**src/rtl/fifo_ctrl_pkg.sv**
```systemverilog
// fifo_ctrl_pkg
//   Shared definitions for the FIFO control unit: default geometry and the
//   3-bit FSM state encoding used by fifo_ctrl and fifo_ctrl_ns.
package fifo_ctrl_pkg;

  localparam int DW_DEF = 32;
  localparam int AW_DEF = 3;
  localparam int DEPTH_DEF = 1 << AW_DEF;

  typedef enum logic [2:0] {
    INIT     = 3'd0,
    NO_OP    = 3'd1,
    WRITE    = 3'd2,
    READ     = 3'd3,
    WR_RD    = 3'd4,
    WR_ERROR = 3'd5,
    RD_ERROR = 3'd6
  } state_e;

endpackage

```
**src/rtl/fifo_ctrl_ns.sv**
```systemverilog
// fifo_ctrl_ns
//   Combinational next-state logic of the FIFO control unit: request
//   acceptance, next FSM state, next head/tail pointers and next count.
// Ports
//   wr_en, rd_en    producer / consumer requests
//   full, empty     flags decoded from the registered count
//   head_q, tail_q  current read / write pointers
//   count_q         current occupancy
//   wr_ok, rd_ok    request accepted this cycle
//   wr_refused      write requested but refused (full, no read alongside)
//   rd_refused      read requested but refused (empty)
//   state_d         next FSM state
//   head_d, tail_d  next pointers
//   count_d         next occupancy
module fifo_ctrl_ns
  import fifo_ctrl_pkg::*;
#(
  parameter int AW = AW_DEF
) (
  input  logic          wr_en,
  input  logic          rd_en,
  input  logic          full,
  input  logic          empty,
  input  logic [AW-1:0] head_q,
  input  logic [AW-1:0] tail_q,
  input  logic [AW:0]   count_q,
  output logic          wr_ok,
  output logic          rd_ok,
  output logic          wr_refused,
  output logic          rd_refused,
  output state_e        state_d,
  output logic [AW-1:0] head_d,
  output logic [AW-1:0] tail_d,
  output logic [AW:0]   count_d
);

  always_comb begin
    // A read that is accepted in the same cycle frees a slot, so a write
    // into a full FIFO can still be taken alongside it.
    rd_ok      = rd_en & ~empty;
    wr_ok      = wr_en & (~full | rd_ok);
    wr_refused = wr_en & ~wr_ok;
    rd_refused = rd_en & ~rd_ok;

    // Pointers are exactly AW bits wide, so +1 wraps DEPTH-1 -> 0.
    head_d  = rd_ok ? head_q + AW'(1) : head_q;
    tail_d  = wr_ok ? tail_q + AW'(1) : tail_q;

    count_d = count_q;
    if (wr_ok && !rd_ok) begin
      count_d = count_q + (AW+1)'(1);
    end else if (rd_ok && !wr_ok) begin
      count_d = count_q - (AW+1)'(1);
    end

    // Empty with both requested lands in WRITE; the refused read is
    // reported separately through rd_refused.
    if (wr_ok && rd_ok) begin
      state_d = WR_RD;
    end else if (wr_ok) begin
      state_d = WRITE;
    end else if (rd_ok) begin
      state_d = READ;
    end else if (wr_refused) begin
      state_d = WR_ERROR;
    end else if (rd_refused) begin
      state_d = RD_ERROR;
    end else begin
      state_d = NO_OP;
    end
  end

endmodule

```
**src/rtl/fifo_ctrl.sv**
```systemverilog
// fifo_ctrl
//   Control unit of a synchronous FIFO that sits beside an external
//   2**AW x DW register file. Owns head/tail pointers, occupancy count,
//   status flags, registered read data and the ack/err handshake pulses.
// Ports
//   clk         clock, all state on the rising edge
//   reset_n     asynchronous active-low reset
//   wr_en       producer write request
//   rd_en       consumer read request
//   rf_rData    combinational register file read data at rAddr
//   we          register file write enable (accepted write, same cycle)
//   wAddr       register file write address (tail)
//   rAddr       register file read address (head)
//   d_out       registered read data
//   full        count == DEPTH
//   empty       count == 0
//   wr_ack      pulse: previous-cycle write accepted
//   wr_err      pulse: previous-cycle write refused
//   rd_ack      pulse: previous-cycle read accepted, d_out valid
//   rd_err      pulse: previous-cycle read refused
//   data_count  occupancy 0..DEPTH
//   dbg_state   current FSM state
//
// Handshake: a request held high on wr_en/rd_en is evaluated every cycle
// against the current flags; each request cycle yields exactly one
// ack or err pulse on the following cycle, and d_out is valid while
// rd_ack is high. There is no back-pressure beyond the err pulses.
module fifo_ctrl
  import fifo_ctrl_pkg::*;
#(
  parameter int DW = DW_DEF,
  parameter int AW = AW_DEF
) (
  input  logic          clk,
  input  logic          reset_n,
  input  logic          wr_en,
  input  logic          rd_en,
  input  logic [DW-1:0] rf_rData,
  output logic          we,
  output logic [AW-1:0] wAddr,
  output logic [AW-1:0] rAddr,
  output logic [DW-1:0] d_out,
  output logic          full,
  output logic          empty,
  output logic          wr_ack,
  output logic          wr_err,
  output logic          rd_ack,
  output logic          rd_err,
  output logic [AW:0]   data_count,
  output state_e        dbg_state
);

  localparam logic [AW:0] DEPTH_CNT = {1'b1, {AW{1'b0}}};

  state_e        state_q, state_d;
  logic [AW-1:0] head_q, head_d;
  logic [AW-1:0] tail_q, tail_d;
  logic [AW:0]   count_q, count_d;
  logic [DW-1:0] dout_q;
  logic          wr_ack_q, wr_err_q, rd_ack_q, rd_err_q;

  logic wr_ok, rd_ok, wr_refused, rd_refused;
  logic full_w, empty_w;

  assign full_w  = (count_q == DEPTH_CNT);
  assign empty_w = (count_q == '0);

  fifo_ctrl_ns #(.AW(AW)) u_ns (
    .wr_en      (wr_en),
    .rd_en      (rd_en),
    .full       (full_w),
    .empty      (empty_w),
    .head_q     (head_q),
    .tail_q     (tail_q),
    .count_q    (count_q),
    .wr_ok      (wr_ok),
    .rd_ok      (rd_ok),
    .wr_refused (wr_refused),
    .rd_refused (rd_refused),
    .state_d    (state_d),
    .head_d     (head_d),
    .tail_d     (tail_d),
    .count_d    (count_d)
  );

  // FSM plus datapath registers. Ack/err are registered alongside the
  // state so they are clean one-cycle pulses per request cycle.
  always_ff @(posedge clk or negedge reset_n) begin
    if (!reset_n) begin
      state_q  <= INIT;
      head_q   <= '0;
      tail_q   <= '0;
      count_q  <= '0;
      dout_q   <= '0;
      wr_ack_q <= 1'b0;
      wr_err_q <= 1'b0;
      rd_ack_q <= 1'b0;
      rd_err_q <= 1'b0;
    end else begin
      state_q  <= state_d;
      head_q   <= head_d;
      tail_q   <= tail_d;
      count_q  <= count_d;
      if (rd_ok) begin
        dout_q <= rf_rData;
      end
      wr_ack_q <= (state_d == WRITE) || (state_d == WR_RD);
      wr_err_q <= (state_d == WR_ERROR);
      rd_ack_q <= (state_d == READ) || (state_d == WR_RD);
      // Covers RD_ERROR and the empty-with-both case that sits in WRITE.
      rd_err_q <= rd_refused;
    end
  end

  assign we         = wr_ok;
  assign wAddr      = tail_q;
  assign rAddr      = head_q;
  assign d_out      = dout_q;
  assign full       = full_w;
  assign empty      = empty_w;
  assign wr_ack     = wr_ack_q;
  assign wr_err     = wr_err_q;
  assign rd_ack     = rd_ack_q;
  assign rd_err     = rd_err_q;
  assign data_count = count_q;
  assign dbg_state  = state_q;

endmodule

```
**config.mk**
```make
export PLATFORM = sky130hd
export DESIGN_NAME = fifo_ctrl
export DESIGN_NICKNAME = d
export VERILOG_FILES = /design/src/rtl/fifo_ctrl_pkg.sv /design/src/rtl/fifo_ctrl_ns.sv /design/src/rtl/fifo_ctrl.sv
export SDC_FILE = /design/constraint.sdc
export NUM_CORES = 1
export LEC_CHECK = 0
export CAP_MARGIN = 5
export CORE_MARGIN = 2
export CORE_UTILIZATION = 35
export DETAILED_ROUTE_END_ITERATION = 10
export PLACE_DENSITY = 0.68
export SYNTH_ARGS = -nofsm -noshare
export SYNTH_HDL_FRONTEND = slang
export SYNTH_SLANG_ARGS = --single-unit
```
**constraint.sdc**
```tcl
create_clock -name clk -period 2.55 [get_ports clk]
set_input_delay 0.255 -clock clk [delete_from_list [all_inputs] [get_ports clk]]
set_output_delay 0.255 -clock clk [all_outputs]
set_load 0.05 [all_outputs]
```
Word level (Yosys, flattened, before mapping)

Index checks and enable logic that the tools add are counted.

Reductions and logical operators: 9
Add/sub/neg operators: 4
Bitwise logic cells: 9
Equal/unequal tests: 5
Mux-type cells: 7

Operator list:

| cell                  | number |
|---|---|
| $mux W3               | 5 |
| $mux W4               | 2 |
| $add A3 B1 Y3 const B | 2 |
| $eq A3 B2 Y1 const B  | 2 |
| $eq A3 B3 Y1 const B  | 2 |
| $add A4 B1 Y4 const B | 1 |
| $and A1 B1 Y1         | 4 |
| $eq A4 B4 Y1 const B  | 1 |
| $logic_not A4 Y1      | 1 |
| $not A1 Y1            | 4 |
| $sub A4 B1 Y4 const B | 1 |
| $logic_and A1 B1 Y1   | 3 |
| $logic_not A1 Y1      | 2 |
| $logic_or A1 B1 Y1    | 2 |
| $reduce_bool A2 Y1    | 1 |
| $or A1 B1 Y1          | 1 |

Flip-flop bits (word level): 49
Word-level logic and storage cells: 43
Input port bits: 36
Output and inout bits: 52

Depth between registers and ports, before layout

Gate-level depths: netlist (run 1).

Depth in word-level cells: 13
Depth in mapped cells: 9
Mapped depth without buffers: 9

Hierarchy

Synthesis (run 1) repeated with hierarchy kept, for this count alone.

Cell total of the unflattened synthesis: 133
Area, all modules: 2,123.3 um2

By module, submodules not included:

| module       | area each (um2) | cells an instance | sequential area each (um2) | times used |
|---|---|---|---|---|
| fifo_ctrl    | 1,820.5         | 93                | 1,226.2                    | 1 |
| fifo_ctrl_ns | 302.8           | 40                | 0.0                        | 1 |

Least setup slack after synthesis (run 1)

No wires, ideal clock.

Path type: reg2reg
From: register count_q[0], in the netlist data_count[0]
To: register count_q[3], in the netlist data_count[3]
Required time: 2,419 ps
Stages on the path, launching flop included: 10
Data arrival time: 3,105 ps
Path slack: -686 ps
Setup time: 131 ps
Buffers on the path: 0
Clock period less this slack: 3,236 ps
Path through: dfrtp_1 or4b_4 o21ai_2 inv_1 ha_1 inv_1 ha_1 or4_1 o211ai_1 o211ai_1

Longest elaborated chain between the ends: 8
Elaborated cells on any way between the ends: 16
Those cells by class: 2 x add/sub; 1 x eq/ne; 2 x mux; 5 x bitwise; 6 x reduce/logical

Ends and longest elaborated chain:

| item                         | line               | text |
|---|---|---|
| start: declaration           | fifo_ctrl.sv:58    | `logic [AW:0] count_q, count_d;` |
| start signal: assignment     | fifo_ctrl.sv:103   | `count_q <= count_d;` |
| $logic_not A4 Y1             | fifo_ctrl.sv:66    | `assign empty_w = (count_q == '0);` |
| $not A1 Y1                   | fifo_ctrl_ns.sv:40 | `rd_ok = rd_en & ~empty;` |
| $and A1 B1 Y1                | fifo_ctrl_ns.sv:40 |  |
| $or A1 B1 Y1 *               | fifo_ctrl_ns.sv:41 | `wr_ok = wr_en & (~full \| rd_ok);` |
| $and A1 B1 Y1 *              | fifo_ctrl_ns.sv:41 |  |
| net we                       | fifo_ctrl.sv:39    | `output logic we,` |
| $logic_not A1 Y1             | fifo_ctrl_ns.sv:52 | `end else if (rd_ok && !wr_ok) begin` |
| $logic_and A1 B1 Y1          | fifo_ctrl_ns.sv:52 |  |
| $reduce_bool A2 Y1 (no line) | --                 |  |

The timed path passes the listed nets; every way through them passes the cells marked *. The select of a mux whose other input is x is not followed.
A chain may end at the register's enable or synchronous reset.

Worst setup path after layout (run 1)

From: register count_q[0], in the netlist data_count[0]
To: register count_q[3], in the netlist data_count[3]

Longest elaborated chain between the ends: 8
Elaborated cells on any way between the ends: 16
Those cells by class: 2 x add/sub; 1 x eq/ne; 2 x mux; 5 x bitwise; 6 x reduce/logical

Ends and longest elaborated chain:

| item                         | line |
|---|---|
| $logic_not A4 Y1             | fifo_ctrl.sv:66 |
| $not A1 Y1                   | fifo_ctrl_ns.sv:40 |
| $and A1 B1 Y1                | fifo_ctrl_ns.sv:40 |
| $or A1 B1 Y1                 | fifo_ctrl_ns.sv:41 |
| $and A1 B1 Y1                | fifo_ctrl_ns.sv:41 |
| $logic_not A1 Y1             | fifo_ctrl_ns.sv:52 |
| $logic_and A1 B1 Y1          | fifo_ctrl_ns.sv:52 |
| $reduce_bool A2 Y1 (no line) | -- |

Parallel ways exist; a longest one is shown, timed or not. The select of a mux whose other input is x is not followed.

==> results of run 1 <==
[where the power goes]
part | leakage [µW] | internal (µW) | switching (µW)
Combinational | 0.000808 | 973 | 1430
Clock | 0.0000512 | 220 | 239
Sequential | 0.000574 | 1040 | 137
[flip-flops by register name, indices dropped and copies added (netlist names)]
register and count:
d_out 32, data_count 4, wr_ack 1, rd_err 1, wr_err 1, rAddr 3
dbg_state 3, wAddr 3, rd_ack 1
[cell type report]
class | count | area [µm²]
clock buffers | 6 | 82.6
clock inverters | 2 | 13.8
fillers | 483 | 2560
inverters | 5 | 25.0
multi-input cells | 77 | 848
flip-flops and latches | 49 | 1230
well taps | 75 | 93.8
repair buffers | 103 | 995
[repair_timing]
action | CTS | global route
resized for setup | 0 | 6
buffers inserted | 0 | 2
hold buffers | 1 | 0
setup endpoints to repair | 1 | 3
pin swaps | 1 | 6
endpoints found under the hold margin | 24 | 0
[logic make-up (layout without fill, tap and decap cells)]
logic type / after synthesis / count (layout) / share of synthesized area (%)
compound gates: 15 / 15 / 4.79
xor+xnor: 6 / 6 / 2.51
fa+ha+maj: 6 / 6 / 3.95
buf+inv: 11 / 116 / 3.11
flops: 49 / 49 / 58.7
mux: 36 / 36 / 22.9
simple gates: 14 / 14 / 4.01
[stage by stage]
| stage | power [µW] | setup TNS, ns | std cells | hold WS [ns] |
|---|---|---|---|---|
| after CTS | 4060 | 0 | 315 | 0.482 |
| final | 4040 | 0 | 317 | 0.471 |
| after floorplan | 2780 | -1.05 | 137 | -0.0406 |
| after detailed placement | 3580 | 0 | 306 | 0.296 |
| after global placement | 3560 | 0 | 306 | 0.289 |
| after global routing | 4270 | -0.0657 | 317 | 0.512 |
[path summary, 6_finish.rpt]
kind	start	end	slack (ns)
min in group asynchronous	reset_n	data_count[0]$_DFFE_PN0P_	0.50
min reg2reg	wAddr[2]$_DFFE_PN0P_	wAddr[2]$_DFFE_PN0P_	0.47
max	data_count[0]$_DFFE_PN0P_	data_count[3]$_DFFE_PN0P_	0.02
min	wAddr[2]$_DFFE_PN0P_	wAddr[2]$_DFFE_PN0P_	0.47
max in group asynchronous	reset_n	d_out[9]$_DFFE_PN0N_	1.34
max reg2reg	data_count[0]$_DFFE_PN0P_	data_count[3]$_DFFE_PN0P_	0.02
[routing by layer]
layer	part of all wire, %	GRT usage, %	vias to the layer above	wire, µm
li1	-	-	691	-
met3	9.5	5.11	4	419
met5	0	0	-	0
met2	44	21.4	64	1930
met4	0.66	3.05	0	29
met1	46	18.8	707	2030
[Yosys cell counts (2+ instances only)]
cell type / number
sky130_fd_sc_hd__a21oi_1: 6
sky130_fd_sc_hd__buf_6: 3
sky130_fd_sc_hd__clkbuf_1: 2
sky130_fd_sc_hd__dfrtp_1: 49
sky130_fd_sc_hd__ha_1: 5
sky130_fd_sc_hd__inv_1: 5
sky130_fd_sc_hd__mux2_2: 15
sky130_fd_sc_hd__mux2_4: 20
sky130_fd_sc_hd__nand2_1: 3
sky130_fd_sc_hd__nand3_1: 2
sky130_fd_sc_hd__o211ai_1: 3
sky130_fd_sc_hd__o21ai_0: 2
sky130_fd_sc_hd__xnor2_1: 5
[worst register-to-register path, stage by stage, from the launching register on]
cell                         delay [ns]
sky130_fd_sc_hd__dfrtp_2           0.41
sky130_fd_sc_hd__or4b_4            0.57
sky130_fd_sc_hd__o21ai_4           0.20
sky130_fd_sc_hd__clkinvlp_4        0.14
sky130_fd_sc_hd__ha_4              0.18
sky130_fd_sc_hd__inv_4             0.06
sky130_fd_sc_hd__ha_4              0.19
sky130_fd_sc_hd__or4_1             0.47
sky130_fd_sc_hd__o211ai_1          0.09
sky130_fd_sc_hd__o211ai_1          0.10
==> qor.log, run 1 <==
qor: drt.vias_per_cell 4.62
qor: synthesis.post_syn_area 0.00209 mm²
qor: finish.drive_above_1_share 30.2%
qor: floorplan.vertical_die_dimension 81.3 µm
qor: grt.antenna_found_initial 0
qor: finish.most-common-layout-cells 83 x sky130_fd_sc_hd__clkdlybuf4s50_1, 45 x sky130_fd_sc_hd__dfrtp_1, 20 x sky130_fd_sc_hd__mux2_4
qor: grt.grt_start_max_net_pins 38
qor: pwr.leakage 0.00143 µW
qor: drt.final_antenna_violating_net_count 0
qor: critical_path.cp.arrival 2.70 ns
qor: synthesis.synth_instances 137
qor: flow_run.cap_viol_max_count 0
qor: clocking.worstSkewPairLatency 0.29 ns
qor: grt.grt_pass1_vias 1492
qor: drt.routed_len_inst 13.9 µm
qor: drt.drcViolationCount 0
qor: floorplan.fp.coreArea 0.00585 mm²
qor: finish.layout_commonest_cell sky130_fd_sc_hd__clkdlybuf4s50_1
qor: drt.drt-total-wl 4410 µm
qor: hold_path.hold-path-cell-count 1
qor: synthesis.synthDominantAreaCellType sky130_fd_sc_hd__dfrtp_1
qor: synthesis.async_reset_ff_share 100%
qor: synthesis.number_of_enable_flip_flop_cells_after_synthesis 0
qor: synthesis.synth_nets 179
qor: floorplan.starting_density 35.7%
qor: status.run_status completed
qor: clocking.cts_tree yes
qor: synthesis.yosysUniqueCellTypes 30
qor: critical_path.critical_path.cell_chain or4b_4, o21ai_4, clkinvlp_4, ha_4, inv_4, ha_4, or4_1, o211ai_1, o211ai_1
qor: timing.timing_worst_slew_pin_value 0.588 ns
qor: critical_path.cp.required 2.72 ns
qor: floorplan.ios 88
qor: clocking.cts_buffer_depth 2
qor: pwr.worst_voltage_drop_across_the_vdd_grid 0.000785 V
qor: drt.dr.pass1.iters 4
qor: finish.finish.net_count 283
qor: critical_path.critical-path-top-delay-family simple AND/OR/NAND/NOR gates
qor: drt.detailroute.via_count 1466
qor: critical_path.critical_path.startpoint_type flop
qor: floorplan.die_w 81.3 µm
qor: clocking.path_clk_slew 0.09 ns
qor: place.detailed_place_hpwl 3250 µm
qor: critical_path.worstSetupPathType flop to flop
qor: critical_path.timing.critical_path.depth 9
qor: synthesis.synth.avg_cell_area 15.3 µm²
qor: critical_path.worst-r2r-cell-count 9
qor: place.finalWeightedCongestion 0.847
qor: timing.skew 0.00863 ns
qor: hold_path.hold_class flop to flop
qor: critical_path.worstPathBufferInverterCount 2
qor: synthesis.synthFlopType sky130_fd_sc_hd__dfrtp_1
qor: timing.clock.fmax 395 MHz
qor: timing.slew-limit-headroom 60.8%
qor: synthesis.synth_warn 0
qor: clocking.cts-buffers-inserted 5
qor: timing.layout_setup_ws 0.0153 ns
qor: critical_path.crit_path_max_incr_delay 0.57 ns
qor: synthesis.seq_area_frac_synth 58.7%
qor: place.portBuffers 87
qor: finish.final_core_util 56.2%
qor: place.post-place-ws 0.00181 ns
qor: timing.finalCriticalPeriod 2.53 ns
qor: clocking.clock_sinks 49
qor: timing.finalSetupViolations 0
qor: pwr.power.density 1230 mW/mm²
qor: timing.rsz0062_at_grt true
qor: grt.grt.overflow.total 0
qor: clocking.clock-root-buffer sky130_fd_sc_hd__clkbuf_8
qor: floorplan.row_count 28
qor: critical_path.cp-end-kind flop
qor: place.dpl_cell_area 0.00314 mm²
qor: finish.antennaDiodeCount 0
qor: clocking.h-tree-depth 2
qor: finish.areaGrowthSynthToFinish 57.4%
qor: critical_path.cpMaxStageDelayCell sky130_fd_sc_hd__or4b_4
qor: grt.grt_usage 13.9%
qor: floorplan.die_area 0.00660 mm²
qor: synthesis.synth_top_cells_by_area sky130_fd_sc_hd__dfrtp_1 59%, sky130_fd_sc_hd__mux2_4 14%, sky130_fd_sc_hd__mux2_2 8.1%
qor: synthesis.netlist.area_leader.share 58.7%
qor: critical_path.critical_path_peak_fanout 2
qor: synthesis.synth-seq-cells 49
qor: finish.final_cell_area 0.00329 mm²
qor: timing.finalHoldViolCount 0
qor: timing.slew_viol_final 0
qor: drt.drt_iter0_drc 25
qor: grt.global_route_wire_length_before_repair 7080 µm
qor: timing.period_share 99.4%
(Power assumes the default switching activity.)
==> run 2: changes to the inputs <==
--- a/config.mk
+++ b/config.mk
@@ -6,10 +6,10 @@
 export NUM_CORES = 1
 export LEC_CHECK = 0
 export CAP_MARGIN = 5
-export CORE_MARGIN = 2
 export CORE_UTILIZATION = 35
 export DETAILED_ROUTE_END_ITERATION = 10
 export PLACE_DENSITY = 0.68
 export SYNTH_ARGS = -nofsm -noshare
 export SYNTH_HDL_FRONTEND = slang
 export SYNTH_SLANG_ARGS = --single-unit
+export TNS_END_PERCENT = 30
==> run 2 against run 1 <==
Maximum frequency increased by 0.57%. Critical endpoint unchanged. Non-clock buffer count decreased by 3. Hold slack lost 0.41 ns. Combinational power barely moved. Total power shrank 0.22%. Sequential power about the same. Critical path type unchanged. Clock power grew 2%. Critical path depth unchanged. Register-to-register slack about the same. Routed wire length grew 2.6%. Via count is 1.4% lower.
==> qor.log, run 2 (synthesis results as in run 1) <==
qor: status.run_status completed
qor: clocking.path_clk_slew 0.09 ns [about the same]
qor: finish.layout_commonest_cell sky130_fd_sc_hd__clkdlybuf4s50_1
qor: grt.grt_start_max_net_pins 50 [+32%]
qor: timing.totalNegativeSetupSlack 0 ns [unchanged]
qor: grt.antenna_found_initial 0 [unchanged]
qor: critical_path.cp.arrival 2.69 ns [about the same]
qor: critical_path.critical-path-top-delay-family simple AND/OR/NAND/NOR gates
qor: hold_path.hold_class input port to async pin
qor: pwr.power.density 1250 mW/mm² [+1.5%]
qor: drt.dr.pass1.iters 4 [unchanged]
qor: timing.rsz0062_at_grt true
qor: critical_path.critical_path_peak_fanout 6 [+4]
qor: drt.drt-total-wl 4530 µm [+2.6%]
qor: floorplan.die_w 79.3 µm [-2.5%]
qor: clocking.clock_sinks 49 [unchanged]
qor: floorplan.ios 88 [unchanged]
qor: timing.finalHoldViolCount 0 [unchanged]
qor: floorplan.vertical_die_dimension 79.3 µm [-2.5%]
qor: finish.drive_above_1_share 29.3% [-0.88 points]
qor: pwr.fin_total_pwr 4030 µW [-0.22%]
qor: place.finalWeightedCongestion 0.807 [-4.8%]
qor: grt.global_route_wire_length_before_repair 7180 µm [+1.4%]
qor: finish.areaGrowthSynthToFinish 54.7%
qor: floorplan.die_area 0.00628 mm² [-4.9%]
qor: clocking.cts_tree yes
qor: pwr.worst_voltage_drop_across_the_vdd_grid 0.000917 V [+17%]
qor: critical_path.worstSetupPathType flop to flop
qor: critical_path.cp.required 2.72 ns [about the same]
qor: drt.vias_per_cell 4.65 [+0.47%]
qor: clocking.h-tree-depth 2 [unchanged]
qor: timing.period_share 98.8% [-0.56 points]
qor: finish.final_cell_area 0.00323 mm² [-1.7%]
qor: timing.finalSetupViolations 0 [unchanged]
qor: drt.routed_len_inst 14.6 µm [+4.6%]
qor: critical_path.cpMaxStageDelayCell sky130_fd_sc_hd__or4b_4
qor: clocking.worstSkewPairLatency 0.30 ns [about the same]
qor: pwr.leakage 0.00139 µW [-2.8%]
qor: clocking.clock-root-buffer sky130_fd_sc_hd__clkbuf_8
qor: timing.layout_setup_ws 0.0297 ns [+0.0143 ns]
qor: grt.grt_usage 15.0% [+1.1 points]
qor: critical_path.critical_path.startpoint data_count[2]$_DFFE_PN0P_
qor: clocking.cts-buffers-inserted 5 [unchanged]
qor: place.detailed_place_hpwl 3180 µm [-2.2%]
qor: drt.drt_iter0_drc 57 [+130%]
qor: drt.final_antenna_violating_net_count 0 [unchanged]
qor: critical_path.timing.critical_path.depth 9 [unchanged]
qor: finish.most-common-layout-cells 83 x sky130_fd_sc_hd__clkdlybuf4s50_1, 45 x sky130_fd_sc_hd__dfrtp_1, 20 x sky130_fd_sc_hd__mux2_4
qor: timing.skew 0.0115 ns [+0.00285 ns]
qor: critical_path.worst-r2r-cell-count 9 [unchanged]
qor: critical_path.worstPathBufferInverterCount 2 [unchanged]
qor: critical_path.cp-end-kind flop
qor: finish.finish.net_count 280 [-1.1%]
qor: critical_path.critical_path.startpoint_type flop
qor: critical_path.critical_path.cell_chain or4b_4, o21ai_4, clkinvlp_4, ha_4, inv_4, ha_4, or4_1, o211ai_1, o211ai_1
qor: flow_run.cap_viol_max_count 0 [unchanged]
qor: finish.max_ffs_per_register 32 [unchanged]
qor: drt.detailroute.via_count 1445 [-1.4%]
qor: critical_path.worst_reg2reg_startpoint data_count[2]$_DFFE_PN0P_
qor: place.post-place-ws 0.00976 ns [+0.00796 ns]
qor: floorplan.row_count 27 [-3.6%]
qor: drt.drcViolationCount 0 [unchanged]
qor: timing.slew_viol_final 0 [unchanged]
qor: critical_path.reg2reg_slack 0.03 ns [about the same]
qor: floorplan.fp.coreArea 0.00564 mm² [-3.6%]
qor: timing.slew-limit-headroom 59.2% [-1.6 points]
qor: clocking.cts_hold_repair.buffers 0 [-1]
qor: timing.finalCriticalPeriod 2.52 ns [-0.0143 ns]
qor: clocking.cts_buffer_depth 2 [unchanged]
qor: timing.timing_worst_slew_pin_value 0.613 ns [+0.0241 ns]
qor: critical_path.crit_path_max_incr_delay 0.57 ns [about the same]
qor: place.portBuffers 87 [unchanged]
qor: finish.antennaDiodeCount 0 [unchanged]
qor: place.dpl_cell_area 0.00313 mm² [-0.44%]
qor: floorplan.starting_density 37.0% [+1.3 points]
qor: timing.clock.fmax 397 MHz [+0.57%]
qor: grt.grt.overflow.total 0 [unchanged]
qor: grt.grt_pass1_vias 1483 [-0.60%]
[run 2: through the flow]
stage | hold slack [ns] | instances | util, %
2_1_floorplan | -0.0406 | 137 | -
3_3_place_gp | 0.403 | 302 | 55.5
3_5_place_dp | 0.405 | 302 | 55.5
4_1_cts | 0.0738 | 311 | 57.3
5_1_grt | 0.0953 | 311 | 57.3
6_report | 0.0583 | 311 | 57.3
[run 2: repair_timing]
item | in CTS | in global routing
setup endpoints to repair | 1 | 3
buffers inserted | 1 | 0
gates resized for setup | 0 | 2
pin swaps | 0 | 1
[run 2: path summary, 6_finish.rpt]
path / endpoint
max in group asynchronous: data_count[3]$_DFFE_PN0P_
min in group clk: rAddr[2]$_DFFE_PN0N_
worst max register to register: data_count[3]$_DFFE_PN0P_
worst max-delay path: data_count[3]$_DFFE_PN0P_
worst min-delay path: d_out[26]$_DFFE_PN0N_
worst min register to register: rAddr[2]$_DFFE_PN0N_
[run 2: power breakdown]
group          internal [µW]  switching [µW]  leakage [µW]
clock network            221             247     0.0000445
logic                    951            1430      0.000775
registers               1040             142      0.000574
[run 2: routing by layer]
layer / share of wire [%] / track usage (%) / up-vias
met5: 0 / 0 / -
met4: 0.62 / 3.82 / 0
met3: 7.6 / 4.60 / 4
met2: 43 / 23.0 / 67
met1: 49 / 20.7 / 695
li1: - / - / 679
[run 2: worst reg2reg max path, delay by kind of cell (launching register included)]
| kind | cells | cell delay (ns) |
|---|---|---|
| AOI/OAI and AO/OA | 3 | 0.39 |
| adders and majority gates | 2 | 0.38 |
| buffers and inverters | 2 | 0.19 |
| and+or+nand+nor | 2 | 1.03 |
| DFF | 1 | 0.41 |
[run 2: final cells by class]
class	count	area, µm²
Clock inverter	1	7.51
Sequential cell	49	1230
Tap cell	72	90.1
Inverter	5	25.0
Multi-Input combinational cell	77	832
Fill cell	466	2410
Clock buffer	7	86.3
Timing Repair Buffer	100	961
